==> src/rtl/clk_meter_pkg.sv <==
// clk_meter_pkg: shared state encoding and default sizing for the clock meter
package clk_meter_pkg;
    typedef enum logic [2:0] {IDLE, ARM, HIGH, LOW, STUCK} state_t;
    localparam int DEF_CNT_W   = 16;
    localparam int DEF_TIMEOUT = 1000;
endpackage

==> src/rtl/sig_sync_edge.sv <==
// sig_sync_edge: synchronizes an asynchronous signal and strobes its edges
module sig_sync_edge #(
    parameter int SYNC_STAGES = 2
) (
    input  logic clk,
    input  logic rst_n,
    input  logic sig_in,
    output logic rise,
    output logic fall
);
    logic [SYNC_STAGES-1:0] sync;
    logic                   last;
    // metastability chain plus one delayed copy of its last stage for the edge compare
    always_ff @(posedge clk or negedge rst_n) begin
        if (!rst_n) begin
            sync <= '0;
            last <= 1'b0;
        end else begin
            sync <= {sync[SYNC_STAGES-2:0], sig_in};
            last <= sync[SYNC_STAGES-1];
        end
    end
    assign rise = sync[SYNC_STAGES-1] & ~last;
    assign fall = ~sync[SYNC_STAGES-1] & last;
endmodule

==> src/rtl/clk_meter.sv <==
// clk_meter: measures high/low time, period and reference phase of an async signal
module clk_meter
    import clk_meter_pkg::*;
#(
    parameter int CNT_W       = DEF_CNT_W,
    parameter int TIMEOUT     = DEF_TIMEOUT,
    parameter int SYNC_STAGES = 2
) (
    input  logic             clk,
    input  logic             rst_n,
    input  logic             en,
    input  logic             sig_in,
    input  logic             ref_tick,
    output logic [CNT_W-1:0] ton,
    output logic [CNT_W-1:0] toff,
    output logic [CNT_W-1:0] period,
    output logic             meas_valid,
    output logic [CNT_W-1:0] phase,
    output logic             phase_valid,
    output logic             stuck
);
    localparam int TW = $clog2(TIMEOUT + 1);
    localparam logic [CNT_W-1:0] ONE = CNT_W'(1);
    localparam logic [TW-1:0] TMO_LAST = TW'(TIMEOUT - 1);

    state_t           state, nxt;
    logic             rise, fall, edge_any, active, to_hit;
    logic [CNT_W-1:0] hi_cnt, lo_cnt, ph_cnt, per_sat;
    logic [CNT_W:0]   sum;
    logic [TW-1:0]    tmo_cnt;
    logic             ph_busy;

    function automatic logic [CNT_W-1:0] sat_inc(input logic [CNT_W-1:0] v);
        return (&v) ? v : v + 1'b1;
    endfunction

    sig_sync_edge #(.SYNC_STAGES(SYNC_STAGES)) u_sync (
        .clk    (clk),
        .rst_n  (rst_n),
        .sig_in (sig_in),
        .rise   (rise),
        .fall   (fall)
    );

    assign edge_any = rise | fall;
    assign active   = en && (state != IDLE);
    assign to_hit   = !edge_any && (tmo_cnt >= TMO_LAST);
    assign sum      = {1'b0, hi_cnt} + {1'b0, lo_cnt};
    assign per_sat  = sum[CNT_W] ? '1 : sum[CNT_W-1:0];

    // state register
    always_ff @(posedge clk or negedge rst_n) begin
        if (!rst_n) state <= IDLE;
        else        state <= nxt;
    end

    // next state: en low always returns to IDLE; an edge beats the timeout
    always_comb begin
        nxt = state;
        if (!en) nxt = IDLE;
        else begin
            case (state)
                IDLE:    nxt = ARM;
                ARM:     nxt = rise ? HIGH : to_hit ? STUCK : ARM;
                HIGH:    nxt = fall ? LOW  : to_hit ? STUCK : HIGH;
                LOW:     nxt = rise ? HIGH : to_hit ? STUCK : LOW;
                STUCK:   nxt = rise ? HIGH : STUCK;
                default: nxt = IDLE;
            endcase
        end
    end

    // stuck is a pure decode of the state
    always_comb begin
        stuck = (state == STUCK);
    end

    // counters, measurement results and phase tracking
    always_ff @(posedge clk or negedge rst_n) begin
        if (!rst_n) begin
            hi_cnt      <= '0;
            lo_cnt      <= '0;
            tmo_cnt     <= '0;
            ton         <= '0;
            toff        <= '0;
            period      <= '0;
            meas_valid  <= 1'b0;
            ph_cnt      <= '0;
            ph_busy     <= 1'b0;
            phase       <= '0;
            phase_valid <= 1'b0;
        end else begin
            meas_valid  <= 1'b0;
            phase_valid <= 1'b0;
            tmo_cnt     <= (!active || state == STUCK || edge_any) ? '0 : tmo_cnt + 1'b1;
            if (!active) begin
                hi_cnt  <= '0;
                lo_cnt  <= '0;
                ph_cnt  <= '0;
                ph_busy <= 1'b0;
            end else begin
                case (state)
                    ARM, STUCK: if (rise) hi_cnt <= ONE;
                    HIGH: begin
                        if (fall)         lo_cnt <= ONE;
                        else if (!to_hit) hi_cnt <= sat_inc(hi_cnt);
                    end
                    LOW: begin
                        if (rise) begin
                            ton        <= hi_cnt;
                            toff       <= lo_cnt;
                            period     <= per_sat;
                            meas_valid <= 1'b1;
                            hi_cnt     <= ONE;
                        end else if (!to_hit) lo_cnt <= sat_inc(lo_cnt);
                    end
                    default: ;
                endcase
                if (ref_tick && rise) begin
                    phase       <= '0;
                    phase_valid <= 1'b1;
                    ph_busy     <= 1'b0;
                end else if (ref_tick) begin
                    ph_cnt  <= '0;
                    ph_busy <= 1'b1;
                end else if (ph_busy) begin
                    if (rise) begin
                        phase       <= sat_inc(ph_cnt);
                        phase_valid <= 1'b1;
                        ph_busy     <= 1'b0;
                    end else ph_cnt <= sat_inc(ph_cnt);
                end
            end
        end
    end
endmodule

==> config.mk <==
export PLATFORM = sky130hd
export DESIGN_NAME = clk_meter
export DESIGN_NICKNAME = d
export VERILOG_FILES = /design/src/rtl/clk_meter_pkg.sv /design/src/rtl/sig_sync_edge.sv /design/src/rtl/clk_meter.sv
export SDC_FILE = /design/constraint.sdc
export NUM_CORES = 1
export LEC_CHECK = 0
export CAP_MARGIN = 5
export CORE_ASPECT_RATIO = 0.6
export CORE_MARGIN = 4
export CORE_UTILIZATION = 45
export DETAILED_ROUTE_END_ITERATION = 12
export PLACE_DENSITY = 0.71
export SYNTH_ARGS = -nofsm -noshare
export SYNTH_HDL_FRONTEND = slang
export SYNTH_HIERARCHICAL = 1
export SYNTH_SLANG_ARGS = --single-unit
==> constraint.sdc <==
create_clock -name clk -period 3.4 [get_ports clk]
set_clock_uncertainty 0.2 [all_clocks]
set_input_delay 1.02 -clock clk [delete_from_list [all_inputs] [get_ports clk]]
set_output_delay 1.02 -clock clk [all_outputs]
set_load 0.02 [all_outputs]
Word level (Yosys, flattened, before mapping). Cells that the tools add are included.

Register bits after elaboration: 131. Output and inout port bits: 67. Input bits: 5.

Bitwise logic cells: 5. Equal/unequal tests: 18. Multiplexer cells: 45. Reductions and logical operators: 20. Add/sub/neg operators: 5. Magnitude comparators: 1.

Operators by type and width (number): 16-bit 2-to-1 mux (21); 16-bit one-hot mux with 2 select lines (2); 16-bit by 1-bit adder with 16-bit output, second input constant (3); 16-bit AND reduction (3); 3-bit inequality test, second input constant (9); 3-bit 2-to-1 mux (8); 16-bit by 16-bit adder with 17-bit output (1); 3-bit one-hot mux with 5 select lines (1); 1-bit 2-to-1 mux (12); 10-bit by 1-bit adder with 10-bit output, second input constant (1); 10-bit greater-or-equal comparator, second input constant (1); 10-bit 2-to-1 mux (1); 5-bit AND reduction (2); 3-bit by 2-bit equality test with 1-bit output, second input constant (2); 3-bit by 2-bit inequality test with 1-bit output, second input constant (2); 3-bit AND reduction (2); 4-bit AND reduction (1); 2-bit nonzero test (2); 3-bit by 1-bit equality test with 1-bit output, second input constant (1); 3-bit equality test, second input constant (1); 1-bit logical AND (3); 3-bit zero test (1); 3-bit by 1-bit inequality test with 1-bit output, second input constant (1); 3-bit nonzero test (1); 8 further kinds (12).

Longest topological paths before layout.
Depth in word-level cells: 9. Gate-level depth with buffers: 9. Gate-level depth less buffers: 8.

Hierarchy. The synthesis kept the hierarchy.

Modules (own cells, without submodules): clk_meter (instances 1, cells an instance 741, area each 6804.0 um^2); sig_sync_edge (instances 1, cells an instance 5, area each 90.1 um^2).

Least setup slack after synthesis. OpenSTA, ideal clock, no wires.

Path type: register -> register. Start point: register hi_cnt[0]. End point: register period[12]. Path slack: 0.544 ns. Library setup time: 0.121 ns. Arrival: 2.535 ns. Clock period less this slack: 2.856 ns. Path buffers: 1. Cell stages (with the launch flop): 10. Data required time: 3.079 ns. Cell sequence: dfrtp_1 ha_1 fa_1 a21o_1 a221oi_1 nand3b_1 o21ai_1 a31o_2 buf_2 o22a_1.

Longest elaborated chain between the ends: 2.

Ends and longest elaborated chain: start: declaration (RTL line clk_meter.sv:28) `logic [CNT_W-1:0] hi_cnt, lo_cnt, ph_cnt, per_sat;`; start signal: assignment (RTL line clk_meter.sv:106) `else if (!to_hit) hi_cnt <= sat_inc(hi_cnt);`; 16-bit by 16-bit adder with 17-bit output (RTL line clk_meter.sv:48) `assign sum = {1'b0, hi_cnt} + {1'b0, lo_cnt};`; 16-bit 2-to-1 mux (RTL line clk_meter.sv:49) `assign per_sat = sum[CNT_W] ? '1 : sum[CNT_W-1:0];`; end signal: assignment (RTL line clk_meter.sv:112) `period <= per_sat;`; end: declaration (RTL line clk_meter.sv:16) `output logic [CNT_W-1:0] period,`.

Every way passes these cells. A chain may end at the register's enable or synchronous reset.

Final worst setup path.
Start point: register state[0]. End point: output stuck.

Longest elaborated chain between the ends: 1.

Ends and longest elaborated chain: start: declaration (RTL line clk_meter.sv:26) `state_t state, nxt;`; start signal: assignment (RTL line clk_meter.sv:54) `else state <= nxt;`; 3-bit equality test (RTL line clk_meter.sv:75) `stuck = (state == STUCK);`; end: declaration (RTL line clk_meter.sv:20) `output logic stuck`.

Every way passes these cells.

==> flow_summary.ini <==
[pwr]
switching_share_pct = 25.1
p_switching_uw = 950
internal_power_uw = 2830
power.density_nw_per_um2 = 448
leakagePower_uw = 0.00377
p_seq_share_pct = 43.5
clkPwrFrac_pct = 48.2
p_comb_share_pct = 8.3
peakVddDrop_v = 0.000313

[finish]
fillers = 1268
fin_nets = 845
diodes = 0
area_delta_synth_final_pct = 22.4
drive_gt1_share_pct = 8.05

[die]
coreArea_sq_um = 14800
start_util_pct = 46.7
dieArea_sq_um = 17400
num_rows = 34
die_w_microns = 168
io_pins = 72
die_h_microns = 104

[synthesis]
synth_nets = 772
synthTopCellsByArea = dfrtp_1 (48%), nand2_1 (8.7%), ha_1 (3.6%)
synth_edf_count = 0
ys_warn_count = 6
synth_flop_cell = dfrtp_1
synth_top_area_cell = dfrtp_1
synth_seq_cells = 131
synth_cell_types = 67
yosysMostFrequentCell = nand2_1
synth_area_sq_um = 6890
synth-async-reset-ratio_pct = 100
yosys.area.top_type_share_pct = 47.5
synth.top_cells.by_count = nand2_1 (160), dfrtp_1 (131), o21ai_0 (40), a21oi_1 (37), a31oi_1 (33)
synthCells = 746
ys_seq_area_share_pct = 47.5
syn_avg_cell_area_sq_um = 9.24

[job]
drv_cap = 0

[setup_path]
crit_chain = nor2_1 > and2_1 > clkdlybuf4s50_1
critPathTopFamily = buffers and inverters
crit_slowest_cell = clkdlybuf4s50_1
endpoint_kind = primary output
required_ns = 2.18
crit_path_max_fanout = 14
cp_slowest_stage_delay_ns = 0.62
cp-start-kind = register
crit_arrival_ns = 1.99
critPathBufInv = 1
worstSetupPathType = reg -> out

[global_route]
antenna_found_initial = 0
grt_pass1_vias = 5854
grt_pass1_wl_microns = 30200
grt_max_degree = 49
globalRouteTotalUtil_pct = 21.1
grt.overflow.total = 0

[detailed_routing]
vias = 6029
remaining_drc_errors = 0
ant_nets = 0
first_pass_iters = 5
avgViaCountPerCell = 5.85
drt_iter0_markers = 774
wirelength_microns = 17900
wl_per_cell_microns = 17.4

[cts]
cts_root_buf = clkbuf_16
clkSinkCount = 131
cts_inserted_buffers = 17
cts-htree-levels = 4
cts.repair.resized = 0
clockBufferDepth = 2
cts_tree = built
post_cts_buffers = 0
clock_latency_ns = 0.42
cts.clk_slew.worst_paths_ns = 0.06
hold_buffers = 0

[placed_design]
place_ws_ns = 0.152
hpwl_microns = 12900
gp_congestion = 0.870
io_buffers = 71

[worst_hold_path]
worstHoldPathType = reg -> reg

[timing]
tightest_slew_ns = 0.696
hold_viol = 0
slew_headroom_pct = 53.3
finalSetupViolCount = 0
slew_violations = 0
fin_ws_ns = 0.191
fmax_mhz = 312
tns_ns = 0
rsz0062_at_grt = no
period_needed_ns = 3.21
fin_crit_sh_pct = 94.4

[status]
status = completed
-- logic make-up after synthesis --
kind of cell,after synthesis,synth area share (%)
mux,7,1.02
buf+inv,46,2.92
flops,131,47.5
compound gates,195,18.7
xor+xnor,27,3.43
simple gates,319,22.4
fa+ha+maj,21,3.92
-- flip-flops by register name (all words and copies together), names as in the netlist --
name         flops
state            3
meas_valid       1
toff            16
period          16
ph_cnt          16
phase           16
ton             16
ph_busy          1
tmo_cnt         10
hi_cnt          16
phase_valid      1
lo_cnt          16
u_sync/last      1
u_sync/sync      2
-- per-layer routing --
metal	track usage, %	vias to the layer above	routed length [microns]
met5	0	-	0
met2	31.1	215	7840
li1	-	2861	-
met3	3.72	28	1190
met4	6.43	0	257
met1	31.6	2925	8650
-- worst paths after layout --
path                                start  cells after the start             end  slack, ns
hold reg to reg            u_sync/sync[0]                      0  u_sync/sync[1]       0.15
max in group asynchronous           rst_n                      2       phase[15]       1.84
min in group asynchronous           rst_n                      1      meas_valid       0.42
setup / recovery                 state[0]                      3           stuck       0.19
setup reg to reg                lo_cnt[0]                      8       period[7]       0.44
hold / removal             u_sync/sync[0]                      0  u_sync/sync[1]       0.15
-- cells in the final DEF (no fill, tap or decap), drive strengths merged, types with 16 or more instances in the layout --
cell           count
o21ai             42
dfrtp            131
clkdlybuf4s50     70
clkbuf            18
xnor2             18
a31oi             33
a21oi             37
o22a              16
and3              18
nand2b            19
ha                20
nor2              31
nand2            161
nand3             22
buf               19
-- layout make-up --
class                      count  area (sq um)  area share (%)
multi-input combinational    569          3420            40.5
clock inverter                14           155            1.84
sequential                   131          3280            38.8
clock buffer                  18           429            5.08
tap                          198           248            2.94
timing repair buffer          89           868            10.3
inverter                      11          41.3           0.489
-- power groups by stage --
| stage | logic (uW) | registers [uW] | clock network, uW |
|---|---|---|---|
| after floorplan | 107 | 1710 | 0 |
| after global placement | 308 | 1670 | 0 |
| after detailed placement | 316 | 1670 | 0 |
| after CTS | 319 | 1640 | 1850 |
| after global routing | 343 | 1650 | 1920 |
| final | 315 | 1640 | 1820 |
-- metrics by stage --
stage                     utilization (%)  hold slack [ns]  total power, uW  area (sq um)  std cells
after floorplan                         -            0.131             1820          6890        746
after detailed placement             53.2            0.138             1990          7860        998
after global routing                 57.2            0.168             3910          8440       1030
after CTS                            57.2            0.151             3810          8440       1030
after global placement               53.2            0.136             1980          7860        998
final                                57.2            0.151             3780          8440       1030
Power figures use the tool's default switching activity.
